<file path="src/rtl/instr_fetch.sv">
// ---------------------------------------------------------------------------
// instr_fetch
//
// Instruction fetch stage with a private instruction memory.
// A three-state controller (IDLE -> FETCH -> HALT) drives the program
// counter. In FETCH the word at imem[pc[31:2]] is presented with no added
// latency. The all-ones word halts the fetcher until the next reset.
//
// Optional feature macro: IFETCH_PERF_CNT_EN
//   When defined, the output fetch_count counts unstalled valid fetches.
//
// Parameters
//   IMEM_DEPTH  number of 32-bit words in the instruction memory (>= 2)
//   RESET_PC    PC value loaded on reset
//
// Ports
//   clock          rising-edge clock for all state
//   reset          synchronous active-high reset
//   start          leave IDLE and begin fetching
//   stall          hold PC and outputs (downstream hazard)
//   branch_taken   redirect PC to branch_target (wins over stall)
//   branch_target  redirect address, bits [1:0] ignored
//   imem_wr_en     program-load write strobe
//   imem_wr_addr   word address of the write
//   imem_wr_data   word to write
//   instr_out      fetched instruction (0 outside FETCH or out of range)
//   pc_out         address of instr_out (the PC register)
//   valid_out      high while in FETCH
//   halted         high while in HALT
//   fetch_count    (IFETCH_PERF_CNT_EN only) count of unstalled fetches
// ---------------------------------------------------------------------------
module instr_fetch #(
  parameter int          IMEM_DEPTH = 64,
  parameter logic [31:0] RESET_PC   = 32'h0000_0000
) (
  input  logic                          clock,
  input  logic                          reset,
  input  logic                          start,
  input  logic                          stall,
  input  logic                          branch_taken,
  input  logic [31:0]                   branch_target,
  input  logic                          imem_wr_en,
  input  logic [$clog2(IMEM_DEPTH)-1:0] imem_wr_addr,
  input  logic [31:0]                   imem_wr_data,
  output logic [31:0]                   instr_out,
  output logic [31:0]                   pc_out,
  output logic                          valid_out,
`ifdef IFETCH_PERF_CNT_EN
  output logic                          halted,
  output logic [31:0]                   fetch_count
`else
  output logic                          halted
`endif
);

  localparam int ADDR_W = $clog2(IMEM_DEPTH);

  // Memory depth expressed in the widths it is compared against. The write
  // comparison uses one extra bit so a power-of-two depth does not truncate.
  localparam logic [29:0]     DEPTH_WORDS = 30'(IMEM_DEPTH);
  localparam logic [ADDR_W:0] DEPTH_WADDR = (ADDR_W + 1)'(IMEM_DEPTH);

  localparam logic [31:0] HALT_WORD = 32'hFFFF_FFFF;

  typedef enum logic [1:0] {
    ST_IDLE  = 2'd0,
    ST_FETCH = 2'd1,
    ST_HALT  = 2'd2
  } state_t;

  state_t      state_q, state_d;
  logic [31:0] pc_q, pc_d;
  logic        valid_q;
  logic        halted_q;

  // -------------------------------------------------------------------------
  // Instruction memory: synchronous write, asynchronous read so the fetched
  // word appears in the same cycle the PC points at it. Contents survive
  // reset; only the write strobe is suppressed while reset is high.
  // -------------------------------------------------------------------------
  logic [31:0] imem [IMEM_DEPTH];

  logic wr_in_range;
  assign wr_in_range = ({1'b0, imem_wr_addr} < DEPTH_WADDR);

  always_ff @(posedge clock) begin
    if (!reset && imem_wr_en && wr_in_range) begin
      imem[imem_wr_addr] <= imem_wr_data;
    end
  end

  // -------------------------------------------------------------------------
  // Fetch read path
  // -------------------------------------------------------------------------
  logic              rd_in_range;
  logic [ADDR_W-1:0] rd_idx;
  logic [31:0]       rd_word;

  assign rd_in_range = (pc_q[31:2] < DEPTH_WORDS);
  assign rd_idx      = pc_q[ADDR_W+1:2];
  assign rd_word     = rd_in_range ? imem[rd_idx] : 32'h0;

  // valid_q tracks state==FETCH exactly, so it doubles as the read enable.
  assign instr_out = valid_q ? rd_word : 32'h0;

  // -------------------------------------------------------------------------
  // Next-state and next-PC logic
  // -------------------------------------------------------------------------
  always_comb begin
    state_d = state_q;
    pc_d    = pc_q;
    case (state_q)
      ST_IDLE: begin
        if (start) begin
          state_d = ST_FETCH;
        end
      end
      ST_FETCH: begin
        // Branch redirect wins even over a stall; masking with ~3 drops the
        // byte offset of the target.
        if (branch_taken) begin
          pc_d = branch_target & ~32'h3;
        end else if (!stall) begin
          pc_d = pc_q + 32'd4;  // wraps naturally at 2^32
        end
        // The halt word is consumed only on an unstalled, non-redirected
        // cycle, so it is seen downstream exactly once.
        if (!stall && !branch_taken && (instr_out == HALT_WORD)) begin
          state_d = ST_HALT;
        end
      end
      ST_HALT: begin
        state_d = ST_HALT;  // only reset leaves HALT
      end
      default: begin
        state_d = ST_IDLE;
      end
    endcase
  end

  // -------------------------------------------------------------------------
  // State register with registered status outputs
  // -------------------------------------------------------------------------
  always_ff @(posedge clock) begin
    if (reset) begin
      state_q  <= ST_IDLE;
      pc_q     <= RESET_PC;
      valid_q  <= 1'b0;
      halted_q <= 1'b0;
    end else begin
      state_q  <= state_d;
      pc_q     <= pc_d;
      valid_q  <= (state_d == ST_FETCH);
      halted_q <= (state_d == ST_HALT);
    end
  end

  assign pc_out    = pc_q;
  assign valid_out = valid_q;
  assign halted    = halted_q;

`ifdef IFETCH_PERF_CNT_EN
  // -------------------------------------------------------------------------
  // Performance counter: one tick per fetch accepted downstream.
  // -------------------------------------------------------------------------
  logic [31:0] fetch_count_q, fetch_count_d;

  always_comb begin
    fetch_count_d = fetch_count_q;
    if (valid_q && !stall) begin
      fetch_count_d = fetch_count_q + 32'd1;
    end
  end

  always_ff @(posedge clock) begin
    if (reset) begin
      fetch_count_q <= 32'h0;
    end else begin
      fetch_count_q <= fetch_count_d;
    end
  end

  assign fetch_count = fetch_count_q;
`endif

endmodule

</file>
<file path="config.mk">
export PLATFORM = sky130hd
export DESIGN_NAME = instr_fetch
export DESIGN_NICKNAME = d
export VERILOG_FILES = /design/src/rtl/instr_fetch.sv
export SDC_FILE = /design/constraint.sdc
export NUM_CORES = 2
export LEC_CHECK = 0
export CORE_ASPECT_RATIO = 0.6
export CORE_MARGIN = 3
export CORE_UTILIZATION = 45
export CTS_BUF_LIST = sky130_fd_sc_hd__clkbuf_8
export CTS_CLUSTER_SIZE = 8
export DETAILED_ROUTE_END_ITERATION = 8
export PLACE_DENSITY = 0.6
export REMOVE_ABC_BUFFERS = 1
export SLEW_MARGIN = 5
export SYNTH_ARGS = -nofsm -noshare
export SYNTH_HDL_FRONTEND = slang
export SYNTH_SLANG_ARGS = --single-unit
export TNS_END_PERCENT = 5
</file>
<file path="constraint.sdc">
create_clock -name clock -period 6.85 [get_ports clock]
set_input_delay 1.7125 -clock clock [delete_from_list [all_inputs] [get_ports clock]]
set_output_delay 1.7125 -clock clock [all_outputs]
set_load 0.01 [all_outputs]
</file>
==> metrics.txt <==
# TYPE chip_impl_metric gauge
chip_impl_metric{name="tightest_slew",unit="ns"} 1.30
chip_impl_metric{name="nets",unit=""} 4434
chip_impl_metric{name="clock_power_share",unit="%"} 36.4
chip_impl_metric{name="cellInternalPower",unit="mW"} 19.1
chip_impl_metric{name="cts_buffer_depth",unit=""} 4
chip_impl_metric{name="worst_slack",unit="ns"} -0.0109
chip_impl_info{name="synth_top_flop_cell",value="edfxtp_1"} 1
chip_impl_metric{name="switching_share_of_total_power",unit="%"} 23.7
chip_impl_metric{name="synth-edff-count",unit=""} 2048
chip_impl_info{name="class_of_the_tightest_hold_or_removal_check",value="reg2reg"} 1
chip_impl_metric{name="finalWorstPathRequiredPeriod",unit="ns"} 6.86
chip_impl_metric{name="wl_per_cell",unit="µm"} 36.1
chip_impl_metric{name="cts.clk_slew.worst_paths",unit="ns"} 0.06
chip_impl_metric{name="synthesis.yosys.warnings",unit=""} 0
chip_impl_metric{name="ffs_w_async_s_r_synth",unit="%"} 0
chip_impl_metric{name="grt.overflow.total",unit=""} 0
chip_impl_metric{name="drt_first_pass_iters",unit=""} 9
chip_impl_metric{name="met2_usage",unit="%"} 35.3
chip_impl_metric{name="finalCoreUtilization",unit="%"} 51.5
chip_impl_metric{name="detailedRoute.firstIterationViolations",unit=""} 7306
chip_impl_metric{name="via_per_inst",unit=""} 6.39
chip_impl_info{name="setup.worst_path.class",value="reg2out"} 1
chip_impl_metric{name="synth_top_cell_area_share",unit="%"} 75.0
chip_impl_metric{name="htreeDepth",unit=""} 5
chip_impl_metric{name="cts.sink_count",unit=""} 2088
chip_impl_metric{name="seq_power_share",unit="%"} 56.4
chip_impl_metric{name="flow.area_growth_from_synthesis",unit="%"} 12.7
chip_impl_metric{name="total_routing_resource_utilization_after_global_routing",unit="%"} 26.3
chip_impl_info{name="failed_checks",value="setup timing"} 1
chip_impl_info{name="tritoncts",value="done"} 1
chip_impl_metric{name="fill_cells",unit=""} 14100
chip_impl_metric{name="cts-buffers-inserted",unit=""} 320
chip_impl_metric{name="floorplan.die.height",unit="µm"} 337
chip_impl_metric{name="final-hold-violation-count",unit=""} 0
chip_impl_metric{name="die_ar",unit="µm²"} 188000
chip_impl_info{name="outcome",value="finished with violations"} 1
chip_impl_metric{name="grt_first_pass_wirelength",unit="mm"} 342
chip_impl_metric{name="initial_antenna_violation_count",unit=""} 23
chip_impl_metric{name="period_share",unit="%"} 100
chip_impl_metric{name="ys_seq_elements",unit=""} 2088
chip_impl_metric{name="placeableCoreArea",unit="µm²"} 180000
chip_impl_info{name="critical_path.startpoint_type",value="flop"} 1
chip_impl_info{name="rsz0062_at_grt",value="false"} 1
chip_impl_info{name="worst_setup_end_kind",value="primary output"} 1
chip_impl_metric{name="worstPathArrival",unit="ns"} 5.15
chip_impl_metric{name="antenna_left",unit=""} 0
chip_impl_metric{name="netlist_instances",unit=""} 3860
chip_impl_metric{name="mean_cell_area_of_the_mapped_netlist",unit="µm²"} 21.3
chip_impl_metric{name="io_buffers",unit=""} 137
chip_impl_info{name="yosysMostFrequentCell",value="edfxtp_1"} 1
chip_impl_metric{name="critical_path.max_fanout",unit=""} 18
chip_impl_metric{name="timing.clock.skew",unit="ns"} 0.0674
chip_impl_metric{name="floorplan.initialDensity",unit="%"} 45.6
chip_impl_info{name="globalRoute.busiestLayer",value="met1"} 1
chip_impl_metric{name="grt_max_degree",unit=""} 73
chip_impl_metric{name="p_switching",unit="mW"} 5.94
chip_impl_metric{name="tns",unit="ns"} -0.0109
chip_impl_metric{name="routed_wirelength",unit="mm"} 249
chip_impl_metric{name="slew_violations",unit=""} 0
chip_impl_metric{name="setup_viol",unit=""} 1
chip_impl_metric{name="power.share.combinational",unit="%"} 7.1
chip_impl_metric{name="cp.required",unit="ns"} 5.14
chip_impl_metric{name="die_width",unit="µm"} 557
chip_impl_metric{name="post-route-drc-count",unit=""} 0
chip_impl_metric{name="fmax",unit="GHz"} 0.146
chip_impl_metric{name="clock_insertion_delay_worst_skew",unit="ns"} 0.93
chip_impl_metric{name="syn_area",unit="µm²"} 82000
chip_impl_info{name="largest_cells_by_area_after_synthesis",value="edfxtp_1, mux4_2, mux4_1"} 1
chip_impl_metric{name="groute.layer.met3.usage",unit="%"} 9.92
chip_impl_metric{name="met1_usage",unit="%"} 40.1
chip_impl_metric{name="route.vias.total",unit=""} 44000
chip_impl_info{name="clock-root-buffer",value="clkbuf_8"} 1
chip_impl_info{name="synth.top_cells.by_count",value="edfxtp_1, mux4_2, mux2i_1"} 1
chip_impl_info{name="synth_area_leader_cell",value="edfxtp_1"} 1
chip_impl_metric{name="power_density",unit="nW/µm²"} 271
chip_impl_metric{name="power.ir.vdd_worst",unit="V"} 0.000164
chip_impl_metric{name="boundaryPins",unit=""} 142
chip_impl_metric{name="gp_congestion",unit=""} 0.959
chip_impl_metric{name="synth_cell_type_count",unit=""} 93
chip_impl_info{name="hold_path_startpoint",value="pc_out[31]$_SDFFE_PP0P_"} 1
chip_impl_metric{name="fp-row-count",unit=""} 120
chip_impl_metric{name="first_global_vias",unit=""} 41800
chip_impl_metric{name="max_cap_viol_count",unit=""} 0
chip_impl_metric{name="dp.final_hpwl",unit="mm"} 151
chip_impl_metric{name="power.leakage",unit="nW"} 28.6
chip_impl_metric{name="headroom_to_the_max_slew_limit",unit="%"} 13.4
chip_impl_metric{name="synth.yosys.seq_area_share",unit="%"} 75.9
chip_impl_metric{name="post_route_cells_drive_above_1_share",unit="%"} 25.7
## metrics by stage
stage / instance area, µm² / cells / setup WS, ns / power, mW / hold slack [ns]
finish: 92500 / 6896 / -0.0109 / 25.1 / 0.548
global route: 92400 / 6883 / 0.0546 / 25.8 / 0.580
CTS: 92400 / 6875 / 0.0150 / 25.2 / 0.551
global placement: 87200 / 6413 / 1.05 / 16.1 / 0.527
floorplan: 80300 / 3640 / -16.99 / 15.8 / 0.504
detailed placement: 87200 / 6413 / 1.04 / 16.2 / 0.539
## layer usage
layer | share of wire [%] | up-vias
met5 | 0.018 | -
met4 | 2.6 | 6
met3 | 15 | 388
met2 | 41 | 2957
met1 | 42 | 23400
li1 | - | 17300
## cell families (layout without fill, tap and decap cells)
| group | count (synthesis) | in the layout | share of synthesized area [%] |
|---|---|---|---|
| AOI/OAI and AO/OA | 399 | 399 | 3.57 |
| adders and majority gates | 1 | 1 | 0.0153 |
| buffers and inverters | 233 | 869 | 2.13 |
| DFF | 2088 | 2088 | 75.9 |
| muxes | 651 | 651 | 15.5 |
| other | 1 | 22 | 0.00457 |
| and+or+nand+nor | 487 | 487 | 2.85 |
## sequential cells by signal, indices dropped and copies added (netlist names), named ones only
register / cells
halted: 1
imem: 2048
pc_out: 30
state_q: 2
valid_out: 1
## cells in the final DEF, fill, tap and decap left out, types with 54 or more instances in the layout
cell,n
a21oi_1,54
a22oi_1,73
buf_4,235
clkbuf_8,325
clkdlybuf4s50_1,104
edfxtp_1,2048
inv_1,99
mux2i_1,166
mux4_1,76
mux4_2,394
nand2_1,102
nand3_1,61
nor2_1,99
nor2_4,62
o21ai_0,58
## final cells by class
type	instances	area, µm²	share of cell area, %
Timing Repair Buffer	395	3430	3.71
Clock buffer	325	4470	4.84
Antenna cell	20	50.0	0.0541
Clock inverter	137	681	0.736
Sequential cell	2088	62300	67.4
Multi-Input combinational cell	1540	18500	20.0
Inverter	12	47.5	0.0514
Tap cell	2379	2980	3.22
## path summary, 6_finish.rpt
path | slack (ns) | depth (start not counted) | endpoint
max reg2reg | 1.81 | 11 | valid_out$_SDFF_PP0_
min | 0.55 | 2 | pc_out[31]$_SDFFE_PP0P_
min reg2reg | 0.55 | 2 | pc_out[31]$_SDFFE_PP0P_
max | -0.01 | 8 | instr_out[22]
## timing repair
action,CTS,global route
resized for setup,0,3
buffers inserted,0,1
setup endpoints to repair,0,12
hold buffers,0,0
## critical path: stages (launching register included)
cell	delay, ns
dfxtp_4	0.64
clkinv_1	0.82
nor2_1	0.71
buf_4	0.27
a221oi_1	0.09
o21ai_0	0.41
nand3_1	0.34
nor2_1	0.33
clkdlybuf4s50_1	0.60
## power groups by stage
stage	Clock (mW)	Sequential, mW	Combinational [mW]
2_1_floorplan	0	14.5	1.27
3_3_place_gp	0	14.4	1.73
3_5_place_dp	0	14.4	1.75
4_1_cts	9.28	14.1	1.75
5_1_grt	9.86	14.1	1.86
6_report	9.13	14.1	1.79
(Power assumes the default switching activity.)
